[src/rtl/fetch_ctrl.sv]
// Instruction fetch sequencer: walks the PC through an instruction ROM,
// honouring run control, downstream stalls, ROM wait states and redirects.
module fetch_ctrl #(
  parameter int              PC_W     = 6,
  parameter logic [PC_W-1:0] RESET_PC = '0
) (
  input  logic            clk_i,
  input  logic            rst_i,
  input  logic            enable_i,
  input  logic            stall_i,
  input  logic            jump_en_i,
  input  logic [PC_W-1:0] jump_addr_i,
  input  logic            mem_ready_i,
  output logic [PC_W-1:0] pc_o,
  output logic            ce_o,
  output logic            inst_valid_o,
  output logic            flush_o,
  output logic [1:0]      state_o
);

  typedef enum logic [1:0] {
    IDLE  = 2'd0,
    FETCH = 2'd1,
    STALL = 2'd2
  } state_t;

  state_t          state_q, state_n;
  logic [PC_W-1:0] pc_q, pc_n;
  logic            flush_q, flush_n;

  always_ff @(posedge clk_i or posedge rst_i) begin
    if (rst_i) begin
      state_q <= IDLE;
      pc_q    <= RESET_PC;
      flush_q <= 1'b0;
    end else begin
      state_q <= state_n;
      pc_q    <= pc_n;
      flush_q <= flush_n;
    end
  end

  // Priority inside FETCH: run control, redirect, stall, then ROM accept.
  always_comb begin
    state_n = state_q;
    pc_n    = pc_q;
    flush_n = 1'b0;
    case (state_q)
      IDLE: begin
        if (enable_i) state_n = FETCH;
      end
      FETCH: begin
        if (!enable_i) begin
          state_n = IDLE;
        end else if (jump_en_i) begin
          pc_n    = jump_addr_i;
          flush_n = 1'b1;
        end else if (stall_i) begin
          state_n = STALL;
        end else if (mem_ready_i) begin
          pc_n = pc_q + {{(PC_W-1){1'b0}}, 1'b1};
        end
      end
      STALL: begin
        if (!enable_i) begin
          state_n = IDLE;
        end else if (jump_en_i) begin
          pc_n    = jump_addr_i;
          flush_n = 1'b1;
          state_n = FETCH;
        end else if (!stall_i) begin
          state_n = FETCH;
        end
      end
      default: state_n = IDLE;
    endcase
  end

  assign pc_o         = pc_q;
  assign flush_o      = flush_q;
  assign ce_o         = (state_q == FETCH);
  // Acceptance is exactly the increment branch of FETCH.
  assign inst_valid_o = (state_q == FETCH) && enable_i && !jump_en_i &&
                        !stall_i && mem_ready_i;
  assign state_o      = state_q;

endmodule

[config.mk]
export PLATFORM = sky130hd
export DESIGN_NAME = fetch_ctrl
export DESIGN_NICKNAME = d
export VERILOG_FILES = /design/src/rtl/fetch_ctrl.sv
export SDC_FILE = /design/constraint.sdc
export NUM_CORES = 1
export LEC_CHECK = 0
export BUFFER_PORTS_ARGS = -buffer_cell sky130_fd_sc_hd__buf_2
export CORE_MARGIN = 10
export CORE_UTILIZATION = 43
export DETAILED_ROUTE_END_ITERATION = 12
export PLACE_DENSITY = 0.71
export SYNTH_ARGS = -nofsm -noshare
export SYNTH_HDL_FRONTEND = slang
export SYNTH_SLANG_ARGS = --single-unit
export TNS_END_PERCENT = 1
[constraint.sdc]
create_clock -name clk_i -period 1.9 [get_ports clk_i]
set_input_delay 0.57 -clock clk_i [delete_from_list [all_inputs] [get_ports clk_i]]
set_output_delay 0.57 -clock clk_i [all_outputs]
set_load 0.05 [all_outputs]
==> reports/metrics.yaml, run 1 <==
run_status:
  status: "finished, final reports clean"
logic_synthesis:
  async_reset_ff_share_pct: 100
  synth-simple-area-share_pct: 19.2
  synth_fa_ha_area_share_pct: 11.7
  synth_top_family_by_area: "compound AO/OA/AOI/OAI gates"
  netlist.area_leader.share_pct: 35.0
  synthFlopType: "dfrtp_1"
  avgSynthCellArea_um2: 9.34
  synth_area_um2: 644
  ys_seq_elements: 9
  synth_most_common_cell: "dfrtp_1"
  synth.yosys.warnings: 0
  ys_types: 27
  postSynthCellCount: 69
  ys_seq_area_share_pct: 35.0
  synthTopCellsByArea: "dfrtp_1, ha_1, o21ai_0"
  synth-compound-area-share_pct: 24.7
  ys_top_cells_by_count: "dfrtp_1, ha_1, o21ai_0"
  synth_xor_area_share_pct: 0
  yosysTopAreaCell: "dfrtp_1"
  syn_nets: 87
  synth_edf_count: 0
  synthMuxAreaShare_pct: 3.11
timing:
  hold_viol: 0
  maxSlewViolCount: 0
  setup_slack_ns: 0.0248
  grt_setup_unrepaired: "true"
  fin_crit_sh_pct: 98.7
  fmax_mhz: 533
  worst_pin_slew_ns: 0.381
  setup_tns_ns: 0
  setup_viol: 0
  period_needed_ns: 1.88
  clock_skew_ns: 0.0124
  slew-limit-headroom_pct: 74.6
cts:
  clockBufferDepth: 2
  cts_htree_levels: 1
  cts_sinks: 9
  clk_pin_slew_ns: 0.07
  root_buffer: "clkbuf_4"
  clk_latency_ns: 0.27
  cts-buffers-inserted: 3
  cts_tree: "yes"
global_route:
  busiest_layer: "met2"
  gr-usage-all-layers_pct: 10.6
  grt_start_max_net_pins: 10
  grt_pass1_vias: 638
  grt_util_met2_pct: 17.8
  antenna_found_initial: 0
  overflow: 0
  grt_first_pass_wirelength_um: 2970
  gr-usage-met1_pct: 12.0
  grt_use_met3_pct: 4.94
drt:
  vias: 633
  wl_per_cell_um: 15.8
  firstDrtPassIters: 4
  drc: 0
  routed_wl_um: 1790
  viasPerCell: 5.60
  ant_nets: 0
  drt_iter0_drc: 19
setup_path:
  r2r-start: "state_o[0]"
  r2r-end: "pc_o[5]"
  slowest_stage: "dfrtp_2"
  crit_chain: "inv_2, ha_4, nand4b_1, nor2_4, buf_8"
  ff2ff_setup_slack_ns: 0.17
  cp_num_buf_inv: 2
  end_kind: "output port"
  slowest_delay_ns: 0.41
  critPathArrivalTime_ns: 1.31
  cp.required_ns: 1.33
  critPathKind: "reg2out"
  crit_fanout: 3
  cpLargestDelayFamily: "flip-flops"
  setup.worst_path.start_class: "flip-flop"
  r2r_cells: 7
power_and_ir_drop:
  max-vdd-ir-drop_mv: 0.945
  total_power_w: 0.00157
  p_sw_share_pct: 55.6
  power.switching_w: 0.000876
  p_int_w: 0.000698
  power_frac_seq_pct: 25.1
  p_clk_share_pct: 9.5
  power_frac_comb_pct: 65.4
  p_leak_nw: 0.398
  power.density_nw_per_um2: 1800
floorplan:
  die_y_um: 58.7
  die-area_um2: 3450
  core-area_um2: 1350
  initial_core_util_pct: 47.7
  io_pins: 23
  placementRows: 13
  die_w_um: 58.7
layout:
  syn2layout_area_growth_pct: 35.3
  antenna_cells: 0
  fin_nets: 117
  drive_gt1_share_pct: 41.8
  fin_cells: 113
placement:
  placedCellCount: 107
  gp_congestion: 0.728
  portBuffers: 22
  post-dp-hpwl_um: 1290
  place_ws_ns: 0.0458
worst_hold_path:
  hold_path.class: "in2async"
flow_run:
  cap_violations: 0
-- cells in the final DEF, fill, tap and decap left out, types with 4 or more instances in the layout --
cell type and instances:
nand2_1 5, nor2_1 4, dfrtp_1 7, o21ai_0 6, a21oi_1 4, buf_2 20
nand3_1 4, clkbuf_4 4, inv_1 4, buf_4 5
-- power by group through the flow --
stage	logic [W]	registers (W)	clock network, W
finish	0.00103	0.000396	0.000149
global route	0.00111	0.000407	0.000161
CTS	0.000989	0.000394	0.000153
detailed placement	0.000947	0.000390	0
global placement	0.000932	0.000386	0
floorplan	0.000439	0.000679	0
-- routing by layer --
metal / vias up / wire, um / part of all wire (%)
li1: 314 / - / -
met1: 301 / 756 / 42
met2: 18 / 915 / 51
met3: 0 / 113 / 6.3
met4: 0 / 0 / 0
met5: - / 0 / 0
-- what timing repair did --
item | in CTS | in global routing
setup endpoints to repair | 1 | 3
hold buffers | 0 | 0
resized for setup | 6 | 4
hold endpoints to repair | 0 | 0
buffers inserted | 2 | 0
pin swaps | 2 | 0
-- cell type report --
cell class	count	area (um^2)
clock buffer	4	26.3
fill	126	478
inverter	5	18.8
sequential	9	228
timing repair buffer	27	160
multi-input combinational	53	420
tap	15	18.8
-- registers in the layout, indices dropped and copies added, names as in the netlist --
name / cells
state_o: 2
flush_o: 1
pc_o: 6
-- metrics by stage --
step | cell area, um^2 | util (%) | hold slack [ns]
global route | 872 | 64.6 | 0.276
CTS | 850 | 62.9 | 0.256
finish | 872 | 64.6 | 0.251
detailed placement | 786 | 58.2 | 0.546
floorplan | 657 | - | 0.398
global placement | 786 | 58.2 | 0.540
-- cell families after synthesis --
kind of cell	after synthesis
flops	9
buf+inv	7
simple gates	22
compound gates	23
mux	2
fa+ha+maj	6
-- how the worst max path moves through the flow --
stage,from,to,slack [ns],depth (start not counted)
floorplan,state_o[1],inst_valid_o,0.02,4
CTS,state_o[1],inst_valid_o,0.02,5
detailed placement,stall_i,inst_valid_o,0.05,4
global route,state_o[1],inst_valid_o,-0.03,5
global placement,stall_i,inst_valid_o,0.07,4
finish,state_o[1],inst_valid_o,0.02,5
No activity file was read; power rests on OpenSTA's default activity.
==> run 2, diff against run 1 <==
MAX_ROUTING_LAYER = met4   (was default)
==> run 2 against run 1 <==
Effect of this change:
- first-iteration DRC count down 21%
- non-clock buffer count is the same
- final cell count stayed put
- sequential share of layout area stayed put
==> reports/metrics.yaml, run 2 (same netlist as run 1, synthesis figures left out) <==
run_status:
  status: "finished, final reports clean"
setup_path:
  crit_chain: "inv_2, ha_4, nand4b_1, nor2_4, buf_8"
  r2r-end: "pc_o[5]"
  cpLargestDelayFamily: "flip-flops"
  cp_num_buf_inv: 2  # unchanged
  critPathArrivalTime_ns: 1.31  # about the same
  slowest_delay_ns: 0.41  # about the same
  critPathKind: "reg2out"
  setup.worst_path.start_class: "flip-flop"
  crit_fanout: 3  # unchanged
  ff2ff_setup_slack_ns: 0.17  # about the same
  r2r_cells: 7  # unchanged
  r2r-start: "state_o[0]"
  slowest_stage: "dfrtp_2"
  end_kind: "output port"
  cp.required_ns: 1.33  # about the same
timing:
  period_needed_ns: 1.88  # +0.00119 ns
  maxSlewViolCount: 0  # unchanged
  hold_viol: 0  # unchanged
  fmax_mhz: 533  # about the same
  setup_viol: 0  # unchanged
  grt_setup_unrepaired: "true"
  hold_ws_ns: 0.245  # -0.00563 ns
  setup_slack_ns: 0.0236  # -0.00119 ns
  worst_pin_slew_ns: 0.381  # unchanged
  fin_crit_sh_pct: 98.8  # about the same
  slew-limit-headroom_pct: 74.6  # unchanged
  clock_skew_ns: 0.0141  # +0.00171 ns
global_route:
  overflow: 0  # unchanged
  grt_first_pass_wirelength_um: 2960  # -0.24%
  gr-usage-met1_pct: 12.2  # +0.24 points
  grt_util_met2_pct: 17.8  # unchanged
  gr-usage-all-layers_pct: 10.9  # +0.30 points
  grt_start_max_net_pins: 10  # unchanged
  grt_pass1_vias: 638  # unchanged
  busiest_layer: "met2"
  grt_use_met3_pct: 4.51  # -0.43 points
  antenna_found_initial: 0  # unchanged
floorplan:
  placementRows: 13  # unchanged
  initial_core_util_pct: 47.7  # unchanged
  die-area_um2: 3450  # unchanged
  core-area_um2: 1350  # unchanged
  io_pins: 23  # unchanged
  die_w_um: 58.7  # unchanged
  die_y_um: 58.7  # unchanged
power_and_ir_drop:
  p_int_w: 0.000698  # about the same
  p_leak_nw: 0.398  # unchanged
  p_sw_share_pct: 55.7  # about the same
  max-vdd-ir-drop_mv: 0.946  # +0.16%
  p_clk_share_pct: 9.5  # about the same
  power_frac_comb_pct: 65.3  # about the same
  power.switching_w: 0.000877  # +0.13%
  power.density_nw_per_um2: 1810  # about the same
  total_power_w: 0.00157  # about the same
  power_frac_seq_pct: 25.1  # about the same
placement:
  post-dp-hpwl_um: 1290  # unchanged
  portBuffers: 22  # unchanged
  gp_congestion: 0.737  # +1.2%
  place_area_um2: 786  # unchanged
  place_ws_ns: 0.0458  # unchanged
flow_run:
  cap_violations: 0  # unchanged
drt:
  routed_wl_um: 1790  # +0.45%
  ant_nets: 0  # unchanged
  firstDrtPassIters: 4  # unchanged
  drc: 0  # unchanged
  vias: 638  # +0.79%
  wl_per_cell_um: 15.9  # +0.45%
  viasPerCell: 5.65  # +0.79%
  drt_iter0_drc: 15  # -4
layout:
  mostFrequentLayoutCells: "buf_2, dfrtp_1, o21ai_0, nand2_1, buf_4"
  antenna_cells: 0  # unchanged
  largest_reg_flops: 6  # unchanged
  utilization_pct: 64.6  # unchanged
  syn2layout_area_growth_pct: 35.3  # unchanged
  fin_nets: 117  # unchanged
  n_fill_cell: 126  # unchanged
  drive_gt1_share_pct: 41.8  # unchanged
  mostFrequentLayoutCell: "buf_2"
  stdcell_area_um2: 872  # unchanged
cts:
  cts_hold_buf: 0  # unchanged
  root_buffer: "clkbuf_4"
  clk_latency_ns: 0.27  # about the same
  cts-buffers-inserted: 3  # unchanged
  cts_tree: "yes"
  cts_sinks: 9  # unchanged
  cts_htree_levels: 1  # unchanged
  clockBufferDepth: 2  # unchanged
  clk_pin_slew_ns: 0.07  # about the same
worst_hold_path:
  hold_path.class: "in2async"
## run 2: cell counts in the layout (fill, tap and decap cells not counted)
No cell type changed its count.
## run 2: worst max-delay path by stage
stage,from,end,depth (start not counted)
global route,state_o[1],inst_valid_o,5
finish,state_o[1],inst_valid_o,5
CTS,state_o[1],inst_valid_o,5
global placement,stall_i,inst_valid_o,4
detailed placement,stall_i,inst_valid_o,4
floorplan,state_o[1],inst_valid_o,4
## run 2: layer usage
layer | wire, um | up-vias
met5 | 0 | -
met4 | 0 | 0
met3 | 106 | 0
met2 | 925 | 20
met1 | 761 | 305
li1 | - | 313
## run 2: through the flow
stage | instances | setup TNS (ns)
2_1_floorplan | 69 | 0
3_3_place_gp | 107 | 0
3_5_place_dp | 107 | 0
4_1_cts | 113 | 0
5_1_grt | 113 | -0.0316
6_report | 113 | 0
## run 2: worst register-to-register path, delay by kind of cell, from the launching register on
kind	cells	cell delay, ns
adder cells (fa/ha/maj)	1	0.27
flip-flops	1	0.43
AO/OA/AOI/OAI	2	0.18
buffers and inverters	2	0.28
AND/OR/NAND/NOR	2	0.50
## run 2: cell type report
| type | count | area, um^2 | area share (%) |
|---|---|---|---|
| clock buffers | 4 | 26.3 | 3.01 |
| repair buffers | 27 | 160 | 18.4 |
| well taps | 15 | 18.8 | 2.15 |
| flip-flops and latches | 9 | 228 | 26.1 |
| inverters | 5 | 18.8 | 2.15 |
| multi-input cells | 53 | 420 | 48.2 |
## run 2: timing repair
item | 4_1_cts | 5_1_grt
resized for setup | 6 | 4
setup endpoints to repair | 1 | 3
gates cloned | 0 | 0
hold endpoints to repair | 0 | 0
buffers inserted | 2 | 0
pin swaps | 2 | 0
## run 2: power groups by stage
stage / Sequential (W) / Combinational [W] / Clock [W]
2_1_floorplan: 0.000679 / 0.000439 / 0
3_3_place_gp: 0.000386 / 0.000932 / 0
3_5_place_dp: 0.000390 / 0.000947 / 0
4_1_cts: 0.000394 / 0.000989 / 0.000153
5_1_grt: 0.000407 / 0.00111 / 0.000161
6_report: 0.000396 / 0.00103 / 0.000150
==> run 3, diff against run 2 <==
CORE_UTILIZATION = 47   (was 43)
PLACE_DENSITY = 0.76   (was 0.71)
==> run 3 against run 2 <==
Effect of this change:
- critical path depth unchanged
- critical endpoint unchanged
- final cell count increased by 2.7%
- routed wire length decreased by 5.0%
- power increased by 1.3%
- critical path type unchanged
- combinational power about the same
- first-iteration DRC count decreased by 6.7%
- highest routed layer is now met4
==> reports/metrics.yaml, run 3 (same netlist as run 1, synthesis figures left out) <==
run_status:
  status: "finished, final reports clean"
floorplan:
  io_pins: 23  # unchanged
  placementRows: 13  # unchanged
  core-area_um2: 1300  # -3.6%
  die-area_um2: 3250  # -5.7%
  die_y_um: 57.0  # -2.9%
  die_w_um: 57.0  # -2.9%
  initial_core_util_pct: 49.5  # +1.8 points
setup_path:
  slowest_delay_ns: 0.43  # +0.02 ns
  crit_chain: "inv_4, ha_4, nand4b_1, nor2_4, buf_8"
  cp_num_buf_inv: 2  # unchanged
  setup.worst_path.start_class: "flip-flop"
  critPathKind: "reg2out"
  end_kind: "output port"
  crit_fanout: 3  # unchanged
  critPathArrivalTime_ns: 1.31  # about the same
  r2r_cells: 6  # -1
  cpLargestDelayFamily: "flip-flops"
  cp.required_ns: 1.33  # about the same
  slowest_stage: "dfrtp_2"
  cp.depth: 5  # unchanged
global_route:
  overflow: 0  # unchanged
  grt_use_met3_pct: 3.98  # -0.52 points
  gr-usage-met1_pct: 9.42  # -2.8 points
  grt_util_met2_pct: 17.8  # +0.075 points
  grt_start_max_net_pins: 10  # unchanged
  antenna_found_initial: 0  # unchanged
  busiest_layer: "met2"
  grt_pass1_vias: 608  # -4.7%
  grt_first_pass_wirelength_um: 2680  # -9.3%
  gr-usage-all-layers_pct: 10.6  # -0.27 points
timing:
  setup_tns_ns: 0  # unchanged
  hold_viol: 0  # unchanged
  slew-limit-headroom_pct: 74.5  # about the same
  worst_pin_slew_ns: 0.382  # +0.000955 ns
  clock_skew_ns: 0.00324  # -0.0109 ns
  fmax_mhz: 531  # -0.31%
  setup_viol: 0  # unchanged
  grt_setup_unrepaired: "true"
  fin_crit_sh_pct: 99.1  # +0.31 points
  maxSlewViolCount: 0  # unchanged
  setup_slack_ns: 0.0177  # -0.00582 ns
  period_needed_ns: 1.88  # +0.00582 ns
  hold_ws_ns: 0.249  # +0.00431 ns
layout:
  n_fill_cell: 97  # -23%
  antenna_cells: 0  # unchanged
  utilization_pct: 68.3  # +3.7 points
  mostFrequentLayoutCells: "buf_2, buf_4, dfrtp_1, o21ai_0, nand2_1"
  largest_reg_flops: 6  # unchanged
  mostFrequentLayoutCell: "buf_2"
  drive_gt1_share_pct: 43.6  # +1.7 points
  fin_nets: 120  # +2.6%
  syn2layout_area_growth_pct: 37.9
power_and_ir_drop:
  p_leak_nw: 0.414  # +4.2%
  max-vdd-ir-drop_mv: 0.892  # -5.7%
  total_power_w: 0.00160  # +1.3%
  power.density_nw_per_um2: 1800  # -0.56%
cts:
  root_buffer: "clkbuf_4"
  clk_pin_slew_ns: 0.06  # about the same
  cts-buffers-inserted: 3  # unchanged
  cts_hold_buf: 0  # unchanged
  cts_tree: "yes"
  clk_latency_ns: 0.27  # about the same
  clockBufferDepth: 2  # unchanged
  cts_htree_levels: 1  # unchanged
  cts_sinks: 9  # unchanged
drt:
  firstDrtPassIters: 4  # unchanged
  wl_per_cell_um: 14.7  # -7.5%
  vias: 641  # +0.47%
  drt_iter0_drc: 14  # -1
  viasPerCell: 5.53  # -2.1%
  ant_nets: 0  # unchanged
  routed_wl_um: 1700  # -5.0%
  drc: 0  # unchanged
placement:
  post-dp-hpwl_um: 1330  # +3.4%
  gp_congestion: 0.782  # +6.2%
  portBuffers: 22  # unchanged
  place_ws_ns: 0.0636  # +0.0178 ns
worst_hold_path:
  hold_path.class: "in2async"
flow_run:
  cap_violations: 0  # unchanged
## run 3: cell count changes in the layout (fill, tap and decap cells not counted), sizes merged
cell | before | now
clkbuf | 5 | 4
buf | 26 | 30
## run 3: final cells by class
class / count / area [um^2] / area share [%]
multi-input combinational: 53 / 414 / 46.6
sequential: 9 / 228 / 25.6
timing repair buffer: 30 / 180 / 20.3
clock buffer: 4 / 26.3 / 2.96
inverter: 5 / 21.3 / 2.39
tap: 15 / 18.8 / 2.11
## run 3: worst paths after layout
kind | startpoint | to | slack [ns]
max | state_o[1] | inst_valid_o | 0.02
min | rst_i | pc_o[5] | 0.25
max reg2reg | state_o[1] | pc_o[4] | 0.13
min reg2reg | pc_o[3] | pc_o[3] | 0.59
max in group asynchronous | rst_i | state_o[0] | 1.38
min in group clk_i | jump_addr_i[3] | pc_o[3] | 0.58
## run 3: where the power goes
| group | total [W] | leakage, nW | switching [W] | internal [W] |
|---|---|---|---|---|
| Combinational | 0.00104 | 0.291 | 0.000692 | 0.000347 |
| Sequential | 0.000405 | 0.108 | 0.000122 | 0.000284 |
| Clock | 0.000150 | 0.0150 | 0.0000694 | 0.0000811 |
## run 3: through the flow
step / cells / area (um^2)
finish: 116 / 888
global route: 116 / 888
CTS: 115 / 865
detailed placement: 109 / 801
global placement: 109 / 801
floorplan: 69 / 657
## run 3: repair_timing
action	in CTS	in global routing
pin swaps	2	1
gates cloned	0	0
setup endpoints to repair	1	4
resized for setup	6	4
setup buffers	2	1
## run 3: routing by layer
layer	up-vias	share of wire, %
met5	-	0
met4	0	3.0
met3	5	6.0
met2	22	52
met1	297	39
li1	317	-
